File: config.mk
export PLATFORM = sky130hd
export DESIGN_NAME = dmem_access_ctrl
export DESIGN_NICKNAME = d
export VERILOG_FILES = /design/src/rtl/dmem_access_ctrl.sv
export SDC_FILE = /design/constraint.sdc
export NUM_CORES = 1
export LEC_CHECK = 0
export BUFFER_PORTS_ARGS = -buffer_cell sky130_fd_sc_hd__clkbuf_2
export CAP_MARGIN = 30
export CORE_ASPECT_RATIO = 1.2
export CORE_MARGIN = 2
export CORE_UTILIZATION = 48
export DETAILED_ROUTE_END_ITERATION = 16
export PLACE_DENSITY = 0.81
export SLEW_MARGIN = 10
export SYNTH_ARGS = -nofsm -noshare
export SYNTH_HDL_FRONTEND = slang
export SYNTH_SLANG_ARGS = --single-unit
File: constraint.sdc
create_clock -name clk -period 1.96 [get_ports clk]
set_input_delay 0 -clock clk [delete_from_list [all_inputs] [get_ports clk]]
set_output_delay 0 -clock clk [all_outputs]
set_load 0.02 [all_outputs]
File: src/rtl/dmem_access_ctrl.sv
// dmem_access_ctrl
// Sequences every access to the shared data SRAM for two requesters: the
// pipeline load/store path (cpu) and a debug/fill port (dbg). Builds byte
// enables, lane-replicates store data, extends load data and raises stall_req
// while a cpu access is outstanding.
// Optional feature macro: DMEM_MISALIGN_TRAP_EN adds misalign_exc and traps
// misaligned cpu accesses. Without it, misaligned addresses are forced to
// natural alignment and the access proceeds normally.

module dmem_access_ctrl #(
  parameter int RD_LAT     = 1,  // cycles from SRAM en to valid rdata (1..7)
  parameter int STARVE_MAX = 4   // cpu grants while dbg waits before dbg is forced (1..15)
) (
  input  logic        clk,
  input  logic        resetn,
  input  logic        cpu_req,
  input  logic        cpu_we,
  input  logic [1:0]  cpu_size,
  input  logic        cpu_sign,
  input  logic [31:0] cpu_addr,
  input  logic [31:0] cpu_wdata,
  output logic [31:0] cpu_rdata,
  output logic        cpu_done,
  output logic        stall_req,
  input  logic        dbg_req,
  input  logic        dbg_we,
  input  logic [31:0] dbg_addr,
  input  logic [31:0] dbg_wdata,
  output logic [31:0] dbg_rdata,
  output logic        dbg_done,
  output logic        data_sram_en,
  output logic [3:0]  data_sram_wen,
  output logic [31:0] data_sram_addr,
  output logic [31:0] data_sram_wdata,
  input  logic [31:0] data_sram_rdata
`ifdef DMEM_MISALIGN_TRAP_EN
  ,
  output logic        misalign_exc
`endif
);

  typedef enum logic [1:0] {
    S_IDLE  = 2'd0,
    S_ISSUE = 2'd1,
    S_WAIT  = 2'd2,
    S_DONE  = 2'd3
  } state_t;

  localparam logic [2:0] LP_LAT_INIT   = 3'(RD_LAT - 1);
  localparam logic [3:0] LP_STARVE_MAX = 4'(STARVE_MAX);

  state_t      r_state;
  state_t      w_state_nxt;

  // Access fields latched at grant; later input changes are ignored.
  logic        r_owner_dbg;
  logic [1:0]  r_size;
  logic        r_sign;
  logic [1:0]  r_lane;
  logic [31:0] r_addr;
  logic [3:0]  r_wen;
  logic [31:0] r_wdata;
  logic        r_trap;

  logic [2:0]  r_lat_cnt;
  logic [3:0]  r_starve;
  logic        r_cpu_done;
  logic        r_dbg_done;
  logic [31:0] r_cpu_rdata;
  logic [31:0] r_dbg_rdata;

  logic        w_arb_ok;
  logic        w_grant_cpu;
  logic        w_grant_dbg;
  logic        w_trap;
  logic        w_issue;
  logic [1:0]  w_cpu_size;
  logic [1:0]  w_cpu_lane;
  logic [3:0]  w_cpu_wen;
  logic [31:0] w_cpu_wdata;
  logic [7:0]  w_rd_byte;
  logic [15:0] w_rd_half;
  logic [31:0] w_load_ext;
  logic        w_unused_dbg_addr;

  // Debug addresses are word addresses; the byte offset is deliberately dropped.
  assign w_unused_dbg_addr = &{1'b0, dbg_addr[1:0]};

  // Arbitration only happens in IDLE, and not in the cycle a done pulse is out:
  // a request still held in that cycle belongs to the access just finished.
  assign w_arb_ok    = (r_state == S_IDLE) & ~r_cpu_done & ~r_dbg_done;
  assign w_grant_dbg = w_arb_ok & dbg_req & (~cpu_req | (r_starve == LP_STARVE_MAX));
  assign w_grant_cpu = w_arb_ok & cpu_req & ~w_grant_dbg;

  assign w_cpu_size  = (cpu_size == 2'b11) ? 2'b10 : cpu_size;

`ifdef DMEM_MISALIGN_TRAP_EN
  assign w_trap = ((w_cpu_size == 2'b01) & cpu_addr[0]) |
                  ((w_cpu_size == 2'b10) & (cpu_addr[1:0] != 2'b00));
`else
  assign w_trap = 1'b0;
`endif

  // Decode the cpu request: lane, byte enables and replicated store data.
  always_comb begin
    // NOTE: every output of a combinational block gets a default first so no path leaves it unassigned (which would infer a latch).
    w_cpu_lane  = 2'b00;
    w_cpu_wen   = 4'b0000;
    w_cpu_wdata = cpu_wdata;
    case (w_cpu_size)
      2'b00: begin
        w_cpu_lane  = cpu_addr[1:0];
        w_cpu_wen   = 4'b0001 << cpu_addr[1:0];
        w_cpu_wdata = {4{cpu_wdata[7:0]}};
      end
      2'b01: begin
        w_cpu_lane  = {cpu_addr[1], 1'b0};
        w_cpu_wen   = 4'b0011 << {cpu_addr[1], 1'b0};
        w_cpu_wdata = {2{cpu_wdata[15:0]}};
      end
      default: begin
        w_cpu_lane  = 2'b00;
        w_cpu_wen   = 4'b1111;
        w_cpu_wdata = cpu_wdata;
      end
    endcase
    if (!cpu_we) begin
      w_cpu_wen = 4'b0000;
    end
  end

  // Select the loaded lane from the SRAM word and extend it to 32 bits.
  always_comb begin
    case (r_lane)
      2'd1:    w_rd_byte = data_sram_rdata[15:8];
      2'd2:    w_rd_byte = data_sram_rdata[23:16];
      2'd3:    w_rd_byte = data_sram_rdata[31:24];
      default: w_rd_byte = data_sram_rdata[7:0];
    endcase
    w_rd_half = r_lane[1] ? data_sram_rdata[31:16] : data_sram_rdata[15:0];
    case (r_size)
      2'b00:   w_load_ext = {{24{r_sign & w_rd_byte[7]}}, w_rd_byte};
      2'b01:   w_load_ext = {{16{r_sign & w_rd_half[15]}}, w_rd_half};
      default: w_load_ext = data_sram_rdata;
    endcase
  end

  // Next-state logic: IDLE -> ISSUE -> WAIT -> DONE -> IDLE.
  always_comb begin
    w_state_nxt = r_state;
    case (r_state)
      S_IDLE: begin
        if (w_grant_cpu & w_trap) begin
          w_state_nxt = S_DONE;
        end else if (w_grant_cpu | w_grant_dbg) begin
          w_state_nxt = S_ISSUE;
        end
      end
      S_ISSUE: w_state_nxt = (RD_LAT == 1) ? S_DONE : S_WAIT;
      S_WAIT:  if (r_lat_cnt <= 3'd1) w_state_nxt = S_DONE;
      default: w_state_nxt = S_IDLE;
    endcase
  end

  // State register; reset aborts any access in flight.
  always_ff @(posedge clk) begin
    // NOTE: reset is synchronous, so it is tested inside the clocked block and clk is the only sensitivity.
    if (!resetn) begin
      r_state <= S_IDLE;
    end else begin
      r_state <= w_state_nxt;
    end
  end

  // Latch request fields at grant, run the latency counter, capture read data.
  always_ff @(posedge clk) begin
    if (!resetn) begin
      r_owner_dbg <= 1'b0;
      r_size      <= 2'b00;
      r_sign      <= 1'b0;
      r_lane      <= 2'b00;
      r_addr      <= 32'd0;
      r_wen       <= 4'b0000;
      r_wdata     <= 32'd0;
      r_trap      <= 1'b0;
      r_lat_cnt   <= 3'd0;
      r_cpu_done  <= 1'b0;
      r_dbg_done  <= 1'b0;
      r_cpu_rdata <= 32'd0;
      r_dbg_rdata <= 32'd0;
    end else begin
      // NOTE: state is updated with non-blocking assignments so every register samples pre-edge values.
      r_cpu_done <= 1'b0;
      r_dbg_done <= 1'b0;

      if (w_grant_dbg) begin
        r_owner_dbg <= 1'b1;
        r_size      <= 2'b10;
        r_sign      <= 1'b0;
        r_lane      <= 2'b00;
        r_addr      <= {dbg_addr[31:2], 2'b00};
        r_wen       <= dbg_we ? 4'b1111 : 4'b0000;
        r_wdata     <= dbg_wdata;
        r_trap      <= 1'b0;
      end else if (w_grant_cpu) begin
        r_owner_dbg <= 1'b0;
        r_size      <= w_cpu_size;
        r_sign      <= cpu_sign;
        r_lane      <= w_cpu_lane;
        r_addr      <= {cpu_addr[31:2], 2'b00};
        r_wen       <= w_cpu_wen;
        r_wdata     <= w_cpu_wdata;
        r_trap      <= w_trap;
      end

      if (r_state == S_ISSUE) begin
        r_lat_cnt <= LP_LAT_INIT;
      end else if (r_state == S_WAIT) begin
        r_lat_cnt <= r_lat_cnt - 3'd1;
      end

      if (r_state == S_DONE) begin
        if (r_owner_dbg) begin
          r_dbg_rdata <= data_sram_rdata;
          r_dbg_done  <= 1'b1;
        end else begin
          r_cpu_rdata <= r_trap ? 32'd0 : w_load_ext;
          r_cpu_done  <= 1'b1;
        end
      end
    end
  end

  // Count cpu grants made while dbg waits; saturates, cleared when dbg is served or idle.
  always_ff @(posedge clk) begin
    if (!resetn) begin
      r_starve <= 4'd0;
    end else if (!dbg_req || w_grant_dbg) begin
      r_starve <= 4'd0;
    end else if (w_grant_cpu && (r_starve != LP_STARVE_MAX)) begin
      r_starve <= r_starve + 4'd1;
    end
  end

`ifdef DMEM_MISALIGN_TRAP_EN
  logic r_misalign_exc;

  // Misalignment flag pulses together with the trapped access's cpu_done.
  always_ff @(posedge clk) begin
    if (!resetn) begin
      r_misalign_exc <= 1'b0;
    end else begin
      r_misalign_exc <= (r_state == S_DONE) & ~r_owner_dbg & r_trap;
    end
  end

  assign misalign_exc = r_misalign_exc;
`endif

  // The SRAM port is driven only during the single ISSUE cycle.
  assign w_issue         = (r_state == S_ISSUE);
  assign data_sram_en    = w_issue;
  assign data_sram_wen   = w_issue ? r_wen   : 4'b0000;
  assign data_sram_addr  = w_issue ? r_addr  : 32'd0;
  assign data_sram_wdata = w_issue ? r_wdata : 32'd0;

  assign cpu_rdata = r_cpu_rdata;
  assign cpu_done  = r_cpu_done;
  assign dbg_rdata = r_dbg_rdata;
  assign dbg_done  = r_dbg_done;
  assign stall_req = cpu_req & ~r_cpu_done;

endmodule

# Word level (Yosys, flattened, before mapping)
# Cells that the tools add are included.
# Widths: inputs -> output; s select.
# word_totals
register_bits	147
inputBits	169
wordCells	91
# op_classes
mux	27
addsub	2
bitwise_logic	17
n_eq_ne	13
reduce_logical	14
n_shift	2
magnitude_cmp	1
# ops
op	count
$mux 32	6
$pmux 32 s2	2
$pmux 8 s3	1
$mux 4	5
$mux 16	1
$eq 2x2->1 const B	5
$mux 2	5
$and 1x1->1	9
$eq 2x1->1 const B	4
$pmux 4 s2	1
$reduce_and 2->1	4
$logic_not 2->1	3
$not 1->1	6
$pmux 2 s3	1
$reduce_or 2->1	3
$add 4x1->4 const B	1
$eq 4x3->1 const B	1
$mux 1	4
$ne 4x3->1 const B	1
$pmux 2 s2	1
$shl 1x2->4 const A	1
$shl 2x2->4 const A	1
$le 3x1->1 const B	1
$sub 3x1->3 const B	1
7 further kinds	8

# Logic depth before layout (Yosys ltp)
# logic_depth
depth_word	10
mapped_depth	9
ltp_nobuf	6

# Least setup slack after synthesis
# OpenSTA, ideal clock, no wires.
# synth_path
path_kind	register -> register
start	register r_starve[0]
end	register r_addr[11]
setup_time_ns	0.091
required_time_ns	1.869
path_stages_with_launch	9
slack_ns	0.311
period_less_slack_ns	1.649
arrival_time_ns	1.558
cell_sequence	dfxtp_1 -> inv_1 -> ha_1 -> and4b_1 -> buf_2 -> o21ai_4 -> buf_2 -> nor2_1 -> a311oi_1
# synth_between
elab_chain_len	6
# synth_rtl
element	line_no	source
start: declaration	66	logic [3:0] r_starve;
start signal: assignment	241	r_starve <= r_starve + 4'd1;
$eq 4x3->1 *	92	assign w_grant_dbg = w_arb_ok & dbg_req & (~cpu_req | (r_starve == LP_STARVE_MAX));
$or 1x1->1 *	92	
$and 1x1->1 *	92	
$not 1->1	93	assign w_grant_cpu = w_arb_ok & cpu_req & ~w_grant_dbg;
$and 1x1->1	93	
$reduce_bool 2->1 (no line)	-	
end signal: assignment	201	r_addr <= {dbg_addr[31:2], 2'b00};
end signal: assignment	210	r_addr <= {cpu_addr[31:2], 2'b00};
end: declaration	60	logic [31:0] r_addr;
# Every way passes the cells marked *; elsewhere a longest branch is shown, timed or not.
# A chain may end at the register's enable or synchronous reset.

# Final worst setup path
# layout_path
start	register r_starve[0]
end	register r_addr[25]
# The elaborated chain is that of the path after synthesis.

==> impl_results.md <==
- Data arrival at the endpoint of the critical path: 2.29 ns
- CP max FO: 27
- Pwr per Cell Area: between 1000 and 1500 nW/um2
- Remaining design rule violation count: 0
- Shortest clock period the worst path allows after layout: between 1.5 and 2 ns
- Final Hold Violating Endpoints: 0
- Sum of net half-perimeters after detailed placement: 17000 um
- Number of setup violations in the final report: 1
- Max_slew headroom: 60.2%
- Fill cells: 911
- Max-slew violations: 0
- Peak supply drop: 0.784 mV
- Most common library cell in the layout ignoring fill and taps: sky130_fd_sc_hd__clkbuf_2
- Reg clk slew, reported paths: 0.07 ns
- Cell Count Post-Placement: 1325
- Top delay family on crit path: compound AO/OA/AOI/OAI gates
- Most used DFF post-synth: sky130_fd_sc_hd__dfxtp_1
- Maximum number of pins on one net before global-route repair: 64
- GRT Util Overall: 38.2%
- Critical path launch point type: flop
- Fraction of the cycle the final worst path needs: 101%
- Antenna-violating nets left: 0
- Worst Clk Skew: 0.0100 ns
- Standard cell with the maximum stage delay on the critical path: sky130_fd_sc_hd__a311oi_1
- H-tree depth reported by CTS: 4
- Flop and latch count out of synthesis: 147
- Buffer levels on the longest clock path: 2
- Highest-count cells in the layout ignoring fill and taps: 300 x sky130_fd_sc_hd__clkbuf_2, 169 x sky130_fd_sc_hd__nand2_1, 150 x sky130_fd_sc_hd__dlygate4sd3_1
- DIE WIDTH: approximately 110 um
- Critical path start-end classification: flop to flop
- Failing checks: negative setup slack
- Kind of end point of the critical path: flop
- Cell count of the worst hold path: 4
- Global-route wire length before repair: 46100 um
- Total area of multi-input combinational cells: 3790 um2
- Post-route cell area: 11100 um2
- Final WS setup: -0.0276 ns
- Leak: 4.93 nW
- Warnings from Yosys: 0
- Post-synthesis cell area: 7020 um2
- Final net count: 1510
- Path class of the lowest-slack min-delay path: input pin to flop
- GR Overflow Total: 0
- Number of vias in the routed layout: 9131
- Count of input and output buffers: 300
- Status: finished, violations left
- Setup repair after global routing missed its margin: yes
- Worst-case reg-to-reg path depth: 7
- Dpl cell area: 8770 um2
- Layout overhead on the synthesized area: 58.2%
- Critical path cell sequence: inv_1 -> ha_2 -> and4b_2 -> o21ai_4 -> buf_8 -> nor2_1 -> a311oi_1
- Initial antenna violation count: 4
- CTS root buf: sky130_fd_sc_hd__clkbuf_16
- Buffers and inverters on the worst path: 2
- Portion of the post-synthesis area used by sequential elements: 41.9%
- Synthesized area per cell: 7.86 um2
- Clock tree from TritonCTS: yes
- Post-Syn Instances: 893
- Slew of the pin with the lowest slew margin: 0.595 ns
- Weighted congestion at the end of routability-driven global placement: 0.889
- TritonCTS Buffers: 17
- Worst path depth: 7
- Vias per std cell: 5.99
- Worst stage delay on the critical path: 0.38 ns
- Chip height: roughly 140 um
- Share of post-route cells with drive strength above 1: 31.4%
- Distinct cell type count of the synthesized netlist: 48
- TritonCTS sink count: 147
- Floorplan core area: 14400 um2
- DRT Wirelength: 31600 um
- Number of global-route vias before repair: 8715
- Count of flip-flops with a built-in enable after synthesis: 0
- Combined flip-flop and latch cell area: 2950 um2
- Number of rows in the core area: 48
- Ports placed on the boundary: 305
- Initial Util: about half
- First-pass iteration count of the detailed router: 6
- Clock latency reported for the late side of the worst-skew pair: between 0.4 and 0.5 ns
- Setup slack at placement: 0.0193 ns
- Maxcap violations: 0
- Area enclosed by the die boundary: 15600 um2
- Post-route insts no fill: 1524
- Final routed wire length divided by cell count: 20.7 um
- Async S/R FF share, synth: 0%
- Endpoint required time on the critical path: 2.26 ns
- Maximum clock frequency: 0.503 GHz
- First-iteration detailed-routing DRC count: 1256
[cell usage after synthesis (all sizes together) (5+ instances only)]
cell type	count	area, um2
a21o	7	52.6
inv	10	37.5
a31oi	5	37.5
ha	8	100
nand2b	5	31.3
o22ai	27	169
buf	28	146
nand3	20	100
nand2	169	634
dfxtp	147	2940
a21oi	85	425
o211ai	8	60.1
mux2	19	214
a311oi	29	254
nor3	25	125
and2	67	419
clkbuf	46	173
nor2	71	267
mux2i	13	130
nor2b	12	75.1
a22oi	8	60.1
o21ai	49	257
a31o	7	61.3
[path summary, 6_finish.rpt]
kind	slack, ns	endpoint	start
worst max-delay path	-0.03	r_addr[25]	r_starve[0]
worst min-delay path	0.009	r_wdata[14]	cpu_wdata[14]
worst max register to register	-0.03	r_addr[25]	r_starve[0]
worst min register to register	0.45	dbg_rdata[22]	dbg_rdata[22]
[where the power goes]
part	internal [mW]	switching, mW	leakage, nW
clock	1.99	1.30	0.288
combinational	2.08	3.19	3.44
sequential	3.64	0.415	1.20
total	7.72	4.91	4.93
[final cells by class]
| class | count | share of cell area, % |
|---|---|---|
| clock inverters | 9 | 0.936 |
| well taps | 175 | 1.97 |
| diodes | 4 | 0.0902 |
| multi-input cells | 663 | 34.1 |
| clock buffers | 22 | 4.36 |
| repair buffers | 494 | 31.7 |
| inverters | 10 | 0.338 |
| flip-flops and latches | 147 | 26.5 |
[per-stage QoR]
stage	total power, mW	util [%]	hold WS (ns)	TNS, ns
after global routing	13.1	77.3	0.0310	-1.02
after floorplan	6.91	-	0.134	0
after CTS	12.0	75.7	0.000908	0
final	12.6	77.3	0.00925	-0.0276
after detailed placement	8.52	61.1	0.247	0
after global placement	8.42	61.0	0.238	0
[tightest hold or removal path: stages]
cell,delay [ns]
sky130_fd_sc_hd__clkbuf_2,0.09
sky130_fd_sc_hd__mux2_2,0.13
sky130_fd_sc_hd__o22ai_1,0.05
sky130_fd_sc_hd__nor3_1,0.11
[routing by layer]
layer | global-route usage (%) | part of all wire, % | vias to the layer above
li1 | - | - | 3973
met1 | 44.6 | 35 | 4085
met2 | 60.4 | 45 | 820
met3 | 12.1 | 12 | 251
met4 | 24.9 | 7.7 | 2
met5 | 0 | 0.14 | -
[state kept, by name, summed over array words and instances, names as in the netlist]
name         count
cpu_done         1
r_state          2
r_starve         4
r_lat_cnt        3
r_owner_dbg      1
dbg_rdata       32
r_wen            4
r_lane           2
r_wdata         32
cpu_rdata       32
dbg_done         1
r_sign           1
r_addr          30
r_size           2
[timing repair]
action / CTS / global route
setup endpoints to repair: 0 / 71
buffers inserted: 0 / 12
hold endpoints to repair: 137 / 0
resized for setup: 0 / 22
hold buffers: 150 / 0
[cell families (layout without fill, tap and decap cells)]
family | count (synthesis) | count (layout) | synth area share, %
compound gates | 235 | 235 | 20.7
other cells | 1 | 6 | 0.0534
flops | 147 | 147 | 41.9
buf+inv | 84 | 535 | 5.08
mux | 33 | 33 | 5.22
fa+ha+maj | 8 | 8 | 1.43
simple gates | 380 | 380 | 24.9
xor+xnor | 5 | 5 | 0.624
Note: power is estimated with default switching activity, not from simulation.
